### src/rtl/vxe_reg_rdport.sv
// Register read port: accepts indexed read requests and returns snapshots
// through a 2-entry in-order response buffer. Define VXE_REG_RDPORT_RANGE_CHECK_EN
// to flag out-of-range reads on rs_err.
module vxe_reg_rdport #(
  parameter int DATA_WIDTH = 32,
  parameter int NREGS      = 6,
  parameter int ADDR_WIDTH = 3
) (
  input  logic                        clk,
  input  logic                        rst,
  input  logic [NREGS*DATA_WIDTH-1:0] reg_data,
  input  logic                        rq_valid,
  input  logic [ADDR_WIDTH-1:0]       rq_addr,
  output logic                        rq_ready,
  output logic                        rs_valid,
  output logic [DATA_WIDTH-1:0]       rs_data,
  output logic                        rs_err,
  input  logic                        rs_ready
);

  typedef enum logic [1:0] {
    EMPTY = 2'd0,
    ONE   = 2'd1,
    FULL  = 2'd2
  } state_t;

  state_t                state;
  logic [DATA_WIDTH-1:0] head_data;
  logic [DATA_WIDTH-1:0] tail_data;
  logic [DATA_WIDTH-1:0] rd_data;
  logic                  push;
  logic                  pop;
  logic                  head_load;
  logic                  head_from_tail;
  logic                  tail_load;

  // Handshake flags depend only on the registered state.
  assign rq_ready = (state != FULL);
  assign rs_valid = (state != EMPTY);
  assign push     = rq_valid && rq_ready;
  assign pop      = rs_valid && rs_ready;
  assign rs_data  = head_data;

  // Head is loaded from the request when it is (or is about to become) the
  // only entry; the tail only ever holds the second-oldest response.
  assign head_load      = push && ((state == EMPTY) || (state == ONE && pop));
  assign tail_load      = push && (state == ONE) && !pop;
  assign head_from_tail = pop && (state == FULL);

`ifdef VXE_REG_RDPORT_RANGE_CHECK_EN
  logic rd_hit;
  logic head_err;
  logic tail_err;
`endif

  // NOTE: always_comb gives every output a default before the loop, so the
  // out-of-range case yields zero instead of inferring a latch.
  always_comb begin
    rd_data = '0;
`ifdef VXE_REG_RDPORT_RANGE_CHECK_EN
    rd_hit  = 1'b0;
`endif
    for (int i = 0; i < NREGS; i++) begin
      if (rq_addr == ADDR_WIDTH'(i)) begin
        rd_data = reg_data[i*DATA_WIDTH +: DATA_WIDTH];
`ifdef VXE_REG_RDPORT_RANGE_CHECK_EN
        rd_hit  = 1'b1;
`endif
      end
    end
  end

  // NOTE: sequential state uses non-blocking assignments only, so every
  // register samples the pre-edge values of its neighbours.
  always_ff @(posedge clk or posedge rst) begin
    if (rst) begin
      state <= EMPTY;
    end else begin
      case (state)
        EMPTY:   if (push) state <= ONE;
        ONE:     if (push && !pop) state <= FULL;
                 else if (pop && !push) state <= EMPTY;
        FULL:    if (pop) state <= ONE;
        default: state <= EMPTY;
      endcase
    end
  end

  // NOTE: the buffer entries are reset even though they are data storage,
  // because rs_data must read zero while reset is asserted.
  always_ff @(posedge clk or posedge rst) begin
    if (rst) begin
      head_data <= '0;
      tail_data <= '0;
    end else begin
      if (head_load)           head_data <= rd_data;
      else if (head_from_tail) head_data <= tail_data;
      if (tail_load)           tail_data <= rd_data;
    end
  end

`ifdef VXE_REG_RDPORT_RANGE_CHECK_EN
  always_ff @(posedge clk or posedge rst) begin
    if (rst) begin
      head_err <= 1'b0;
      tail_err <= 1'b0;
    end else begin
      if (head_load)           head_err <= !rd_hit;
      else if (head_from_tail) head_err <= tail_err;
      if (tail_load)           tail_err <= !rd_hit;
    end
  end

  assign rs_err = head_err;
`else
  assign rs_err = 1'b0;
`endif

endmodule
### config.mk
export PLATFORM = sky130hd
export DESIGN_NAME = vxe_reg_rdport
export DESIGN_NICKNAME = d
export VERILOG_FILES = /design/src/rtl/vxe_reg_rdport.sv
export SDC_FILE = /design/constraint.sdc
export NUM_CORES = 1
export LEC_CHECK = 0
export ABC_CLOCK_PERIOD_IN_PS = 2400
export CORE_UTILIZATION = 55
export DETAILED_ROUTE_END_ITERATION = 8
export DONT_BUFFER_PORTS = 1
export PLACE_DENSITY_LB_ADDON = 0.1
export SYNTH_ARGS = -nofsm -noshare
export SYNTH_HDL_FRONTEND = slang
export SYNTH_SLANG_ARGS = --single-unit
### constraint.sdc
create_clock -name clk -period 2.4 [get_ports clk]
set_clock_uncertainty 0.2 [all_clocks]
set_input_delay 0.36 -clock clk [delete_from_list [all_inputs] [get_ports clk]]
set_output_delay 0.36 -clock clk [all_outputs]
set_load 0.01 [all_outputs]
==> summary.txt, run 1 <==
Setup path
  • CP Launch Type: register
  • Critical path fanouts, max: 32
  • R2r endpoint: rs_data[24]
  • Worst r2r path cells: 4
  • Reg2reg start: state[0]
  • FF-to-FF setup slack: 0.46 ns
  • Crit Path Class: register to register
  • CP required: 2.41 ns
  • Crit path arrival time: 1.95 ns
  • Crit path capture type: register

Floorplanning
  • Row cnt: 34
  • # IOs: 234
  • Starting Density: 56.5%
  • Chip Height: 96.7 um
  • Full die area: 9350 um2
  • Core area: 8720 um2
  • Die X-Extent: 96.7 um

Synthesis
  • Synth Area in XOR/XNOR: 0%
  • Netlist Area Pre-Place: 4930 um2
  • Top-area cell type share of the netlist area: 33.5%
  • Top_reg_cell synth: dfrtp_1
  • Simple-Gate Fraction of Synth Area: 16.8%
  • Synth Net Count: 783
  • Post-synthesis compound-gate area fraction: 23.2%
  • Number of flops mapped to enable cells by yosys: 0
  • Area contributors post-synth: dfrtp_1, o21ai_1, mux2i_1
  • YS warnings: 0
  • Syn Area/Cell: 8.44 um2
  • Syn Inst Count: 584
  • Seq cells post-synth: 66
  • Proportion of synthesized chip area in sequential cells: 33.5%
  • Synth unique cells: 40
  • Main combinational cell family by area after synthesis: compound AO/OA/AOI/OAI gates
  • Mux share of post-synthesis cell area: 13.9%
  • Asr flop ratio synth: 100%
  • Synth area leader: dfrtp_1
  • Area share of fa/ha/maj cells after synthesis: 0%

GRT
  • First-pass GRT wire length: 18.6 mm
  • Global route overflow: 0
  • Largest net degree at the start of global routing: 126
  • Initial antenna violation count: 0
  • Vias in the first global route: 3645
  • Gr usage total: 25.0%

Timing
  • Final count of pins violating max slew: 0
  • WHS: 0.0447 ns
  • Fin crit share: 80.9%
  • Max_slew headroom: 55.5%
  • Final Critical Period: 1.94 ns
  • RSZ-0062 raised after global routing: false
  • Worst Tran Pin Value: 0.666 ns
  • Setup TNS: 0 ns
  • Max Fclk: 515 MHz
  • Setup violators final: 0
  • Final Hold Viols: 0

Cells and area
  • Most common cell after layout, fill and taps aside: o21ai_1
  • Most frequent cells in the layout: o21ai_1, nand2_1, dfrtp_1
  • Number of diodes: 0
  • Nets: 743
  • Fraction of layout cells with a size suffix above 1: 7.65%
  • Filler Cell Count: 824
  • Synthesis-to-layout area growth: 0.330%

Route
  • Drt total wl: 11.8 mm
  • Routed vias: 4015
  • Starting DRT DRC Count: 176
  • First-pass DRT Iterations: 4
  • Routed WL per cell: 18.0 um
  • Post-route DRC: 0
  • Vias/cell: 6.11
  • Antenna Nets Post-Route: 0

Clock tree
  • CTS root buf: clkbuf_8
  • Max clock buf depth: 2
  • H-tree depth: 3
  • Num CTS Buffers: 9
  • Worst skew pair latency: 0.33 ns
  • Clock sink count: 66
  • Reg clk slew, reported paths: 0.07 ns
  • CTS tree: yes

Outcome
  • Status: finished clean

Flow run
  • MaxCap Viol Count: 0

Worst hold path
  • Worst Hold Depth: 2
  • Hold Crit Class: primary input to register
  • WHS Endpoint: rs_data[21]
  • Hold path start: reg_data[181]

Placement
  • DP Wirelength: 8.40 mm
  • GPL Wtd Cong: 0.763
  • PortBufs: 0

Power and ir drop
  • Pwr dens: 715 nW/um2
  • Max VDD drop: 0.000264 V
  • Leak: 2.24 nW
==> state kept, by name, summed over array words and instances, names as in the netlist <==
name / flops
rs_data: 32
state: 2
tail_data: 32
==> cells in the mapped netlist (15+ instances only) <==
cell type and instances:
o211ai_1 29, o21ai_0 25, a21oi_1 36, a22oi_1 27, nor2b_1 29, nand2_1 66, buf_2 24, mux2_1 25
o21ai_1 67, inv_1 58, dfrtp_1 66, nor4_1 22, mux2i_1 30, buf_6 15
==> worst max-delay path, cell delays in order, from the launching register on <==
cell      delay [ns]
dfrtp_1         0.43
nand3b_4        0.54
mux2_1          0.50
nand2_1         0.07
o21ai_1         0.07
==> cell type report <==
cell class | count | area (um2) | area share, %
inverter | 58 | 218 | 4.40
clock buffer | 11 | 151 | 3.06
tap | 108 | 135 | 2.73
timing repair buffer | 6 | 75.1 | 1.52
multi-input combinational | 403 | 2660 | 53.8
clock inverter | 5 | 52.6 | 1.06
sequential | 66 | 1650 | 33.4
==> cell families after synthesis <==
kind of cell	Yosys count
flip-flops	66
other	1
AND/OR/NAND/NOR	146
buffers and inverters	115
AO/OA/AOI/OAI	194
multiplexers	62
==> routing by layer <==
| layer | GRT usage, % | share of wire [%] | vias up |
|---|---|---|---|
| met5 | 0 | 0 | - |
| met4 | 8.38 | 1.6 | 0 |
| met3 | 4.12 | 5.5 | 16 |
| met2 | 42.8 | 49 | 166 |
| met1 | 32.1 | 44 | 1856 |
| li1 | - | - | 1977 |
==> how the worst max path moves through the flow <==
stage / startpoint / endpoint
finish: state[0] / rs_data[24]
global route: state[0] / rs_data[1]
CTS: state[0] / rs_data[24]
detailed placement: state[0] / rs_data[24]
global placement: state[0] / rs_data[2]
floorplan: rst / rs_data[0]
==> what timing repair did <==
| item | CTS | global route |
|---|---|---|
| hold endpoints to repair | 26 | 0 |
| gates resized for setup | 0 | 0 |
| buffers inserted | 0 | 0 |
| hold buffers | 2 | 0 |
==> power breakdown <==
part	internal [mW]	total (mW)	switching [mW]	leakage [nW]
Combinational	0.423	0.840	0.418	1.30
Sequential	1.46	1.76	0.297	0.830
Clock	0.531	0.934	0.403	0.105
==> metrics by stage <==
step / instances / total power [mW] / setup slack (ns) / cell area (um2) / utilization (%)
3_3_place_gp: 639 / 2.59 / 0.503 / 4720 / 54.2
6_report: 657 / 3.54 / 0.458 / 4950 / 56.7
5_1_grt: 657 / 3.78 / 0.335 / 4950 / 56.7
3_5_place_dp: 639 / 2.64 / 0.457 / 4720 / 54.2
2_1_floorplan: 584 / 2.52 / 0.185 / 4930 / -
4_1_cts: 657 / 3.58 / 0.444 / 4950 / 56.7
(Power assumes the default switching activity.)
==> run 2: changes to the inputs <==
- ABC_CLOCK_PERIOD_IN_PS: 2400 -> 1870
- clock period: 2.4 -> 1.87 ns (I/O delays scaled with it)
==> run 2 against run 1 <==
Net effect:
- register-to-register slack lost 0.22 ns
- highest routed layer unchanged
- die area is the same
- sequential power grew 30%
- final area grew 2.8%
- count of clock-buffer cells in the layout grew 4
- largest power group unchanged
- routed wire length shrank 3.6%
- via count grew 0.37%
- combinational power grew 32%
- critical path type unchanged
- first-iteration DRC count grew 4.0%
- cell count grew 1.5%
- fmax grew 19%
- sequential cell count is the same
==> summary.txt, run 2 (synthesis results as in run 1) <==
Route
  • Antenna Nets Post-Route: 0
  • First-pass DRT Iterations: 4
  • Post-route DRC: 0
  • Vias/cell: 6.04
  • Drt total wl: 11.4 mm
  • Routed vias: 4030
  • Starting DRT DRC Count: 183
  • Routed WL per cell: 17.1 um

Power and ir drop
  • Seq pwr share: 48.9%
  • Clk network pwr share: 27.3%
  • Pwr dens: 916 nW/um2
  • Leak: 2.30 nW
  • Max VDD drop: 0.000372 V
  • Post-layout power: 4.66 mW
  • Comb power frac: 23.9%
  • Internal power: 3.22 mW
  • Switching fraction of total power: 30.9%
  • Switch Pwr: 1.44 mW

Cells and area
  • Most frequent cells in the layout: o21ai_1, nand2_1, dfrtp_1
  • Number of diodes: 0
  • Synthesis-to-layout area growth: 3.15%
  • Nets: 753
  • Non-filler instance count after layout: 667
  • Final core occ: 58.3%
  • Most common cell after layout, fill and taps aside: o21ai_1
  • Fraction of layout cells with a size suffix above 1: 8.23%

Worst hold path
  • Hold Crit Class: primary input to register

Floorplanning
  • Row cnt: 34
  • Die X-Extent: 96.7 um
  • Chip Height: 96.7 um
  • Core area: 8720 um2
  • Starting Density: 56.5%
  • Full die area: 9350 um2
  • # IOs: 234

Placement
  • GPL Wtd Cong: 0.773
  • DP Cell Count: 645
  • DP Wirelength: 8.13 mm
  • PortBufs: 0

Timing
  • Final Hold Viols: 0
  • WHS: 0.0149 ns
  • RSZ-0062 raised after global routing: false
  • Final Critical Period: 1.63 ns
  • Setup TNS: 0 ns
  • Max_slew headroom: 61.7%
  • Fin crit share: 87.4%
  • Worst Tran Pin Value: 0.572 ns
  • Max Fclk: 612 MHz
  • Final count of pins violating max slew: 0
  • Setup violators final: 0

GRT
  • Vias in the first global route: 3804
  • Gr usage total: 24.6%
  • Largest net degree at the start of global routing: 126
  • First-pass GRT wire length: 18.7 mm
  • Initial antenna violation count: 0
  • Global route overflow: 0

Clock tree
  • Num CTS Buffers: 9
  • Clock sink count: 66
  • CTS root buf: clkbuf_8
  • Reg clk slew, reported paths: 0.07 ns
  • Max clock buf depth: 2
  • Worst skew pair latency: 0.33 ns
  • H-tree depth: 3
  • CTS tree: yes

Setup path
  • CP cell instances: nand3b_4, buf_12, mux2_1, nand2_1, o21ai_1
  • CP required: 1.88 ns
  • CP bufs+invs: 1
  • Crit path capture type: register
  • Slowest cell delay on critical path: 0.42 ns
  • CP delay by family, top: flip-flops
  • Slowest-stage cell, CP: dfrtp_1
  • Critical path fanouts, max: 32
  • Crit path arrival time: 1.65 ns
  • Crit Path Class: register to register
  • CP Launch Type: register

Flow run
  • MaxCap Viol Count: 0

Outcome
  • Status: finished clean
==> run 2: cell count changes in the layout (fill, tap and decap cells not counted) <==
cell           change
dlygate4sd3_1      +4
buf_4              +3
clkbuf_1           +2
clkbuf_8           +2
inv_2              -1
clkinv_2           -3
buf_12             +3
==> run 2: worst paths after layout <==
check	start	end	slack, ns	cells after the start
max	state[0]	rs_data[6]	0.24	5
min	rq_addr[0]	rs_data[9]	0.01	2
max reg2reg	state[0]	rs_data[6]	0.24	5
min reg2reg	tail_data[20]	tail_data[20]	0.28	2
max in group asynchronous	rst	rs_data[3]	0.86	3
min in group asynchronous	rst	rs_data[24]	0.33	3
==> run 2: per-layer routing <==
metal	GRT usage, %	part of all wire [%]	up-vias
met4	9.41	1.8	0
met5	0	0	-
met1	31.0	42	1851
li1	-	-	1995
met2	41.3	50	165
met3	5.42	6.2	19
==> run 2: stage by stage <==
step / setup WS [ns] / instance area (um2)
finish: 0.236 / 5090
floorplan: 0.384 / 4930
CTS: 0.240 / 5090
global placement: 0.298 / 4810
global route: 0.124 / 5090
detailed placement: 0.256 / 4810
==> run 2: final cells by class <==
cell class / instances / area, um2
clock buffers: 15 / 186
multi-input cells: 403 / 2660
clock inverters: 1 / 30.0
repair buffers: 16 / 198
fillers: 793 / 3630
inverters: 58 / 221
well taps: 108 / 135
flip-flops and latches: 66 / 1650
==> run 2: repair_timing <==
item,CTS,global route
hold buffers,6,0
setup buffers,0,0
endpoints found under the hold margin,73,0
resized for setup,0,0
==> run 2: power by group through the flow <==
| stage | clock network, mW | registers, mW | logic [mW] |
|---|---|---|---|
| after floorplan | 0 | 2.18 | 1.06 |
| after global placement | 0 | 2.30 | 1.07 |
| after detailed placement | 0 | 2.31 | 1.11 |
| after CTS | 1.30 | 2.29 | 1.13 |
| after global routing | 1.38 | 2.33 | 1.28 |
| final | 1.27 | 2.28 | 1.11 |
==> run 3: changes to the inputs <==
- CAP_MARGIN: not set -> 25
==> results of run 3 <==
No change in the layout: final DEF, timing and power equal those of run 2.
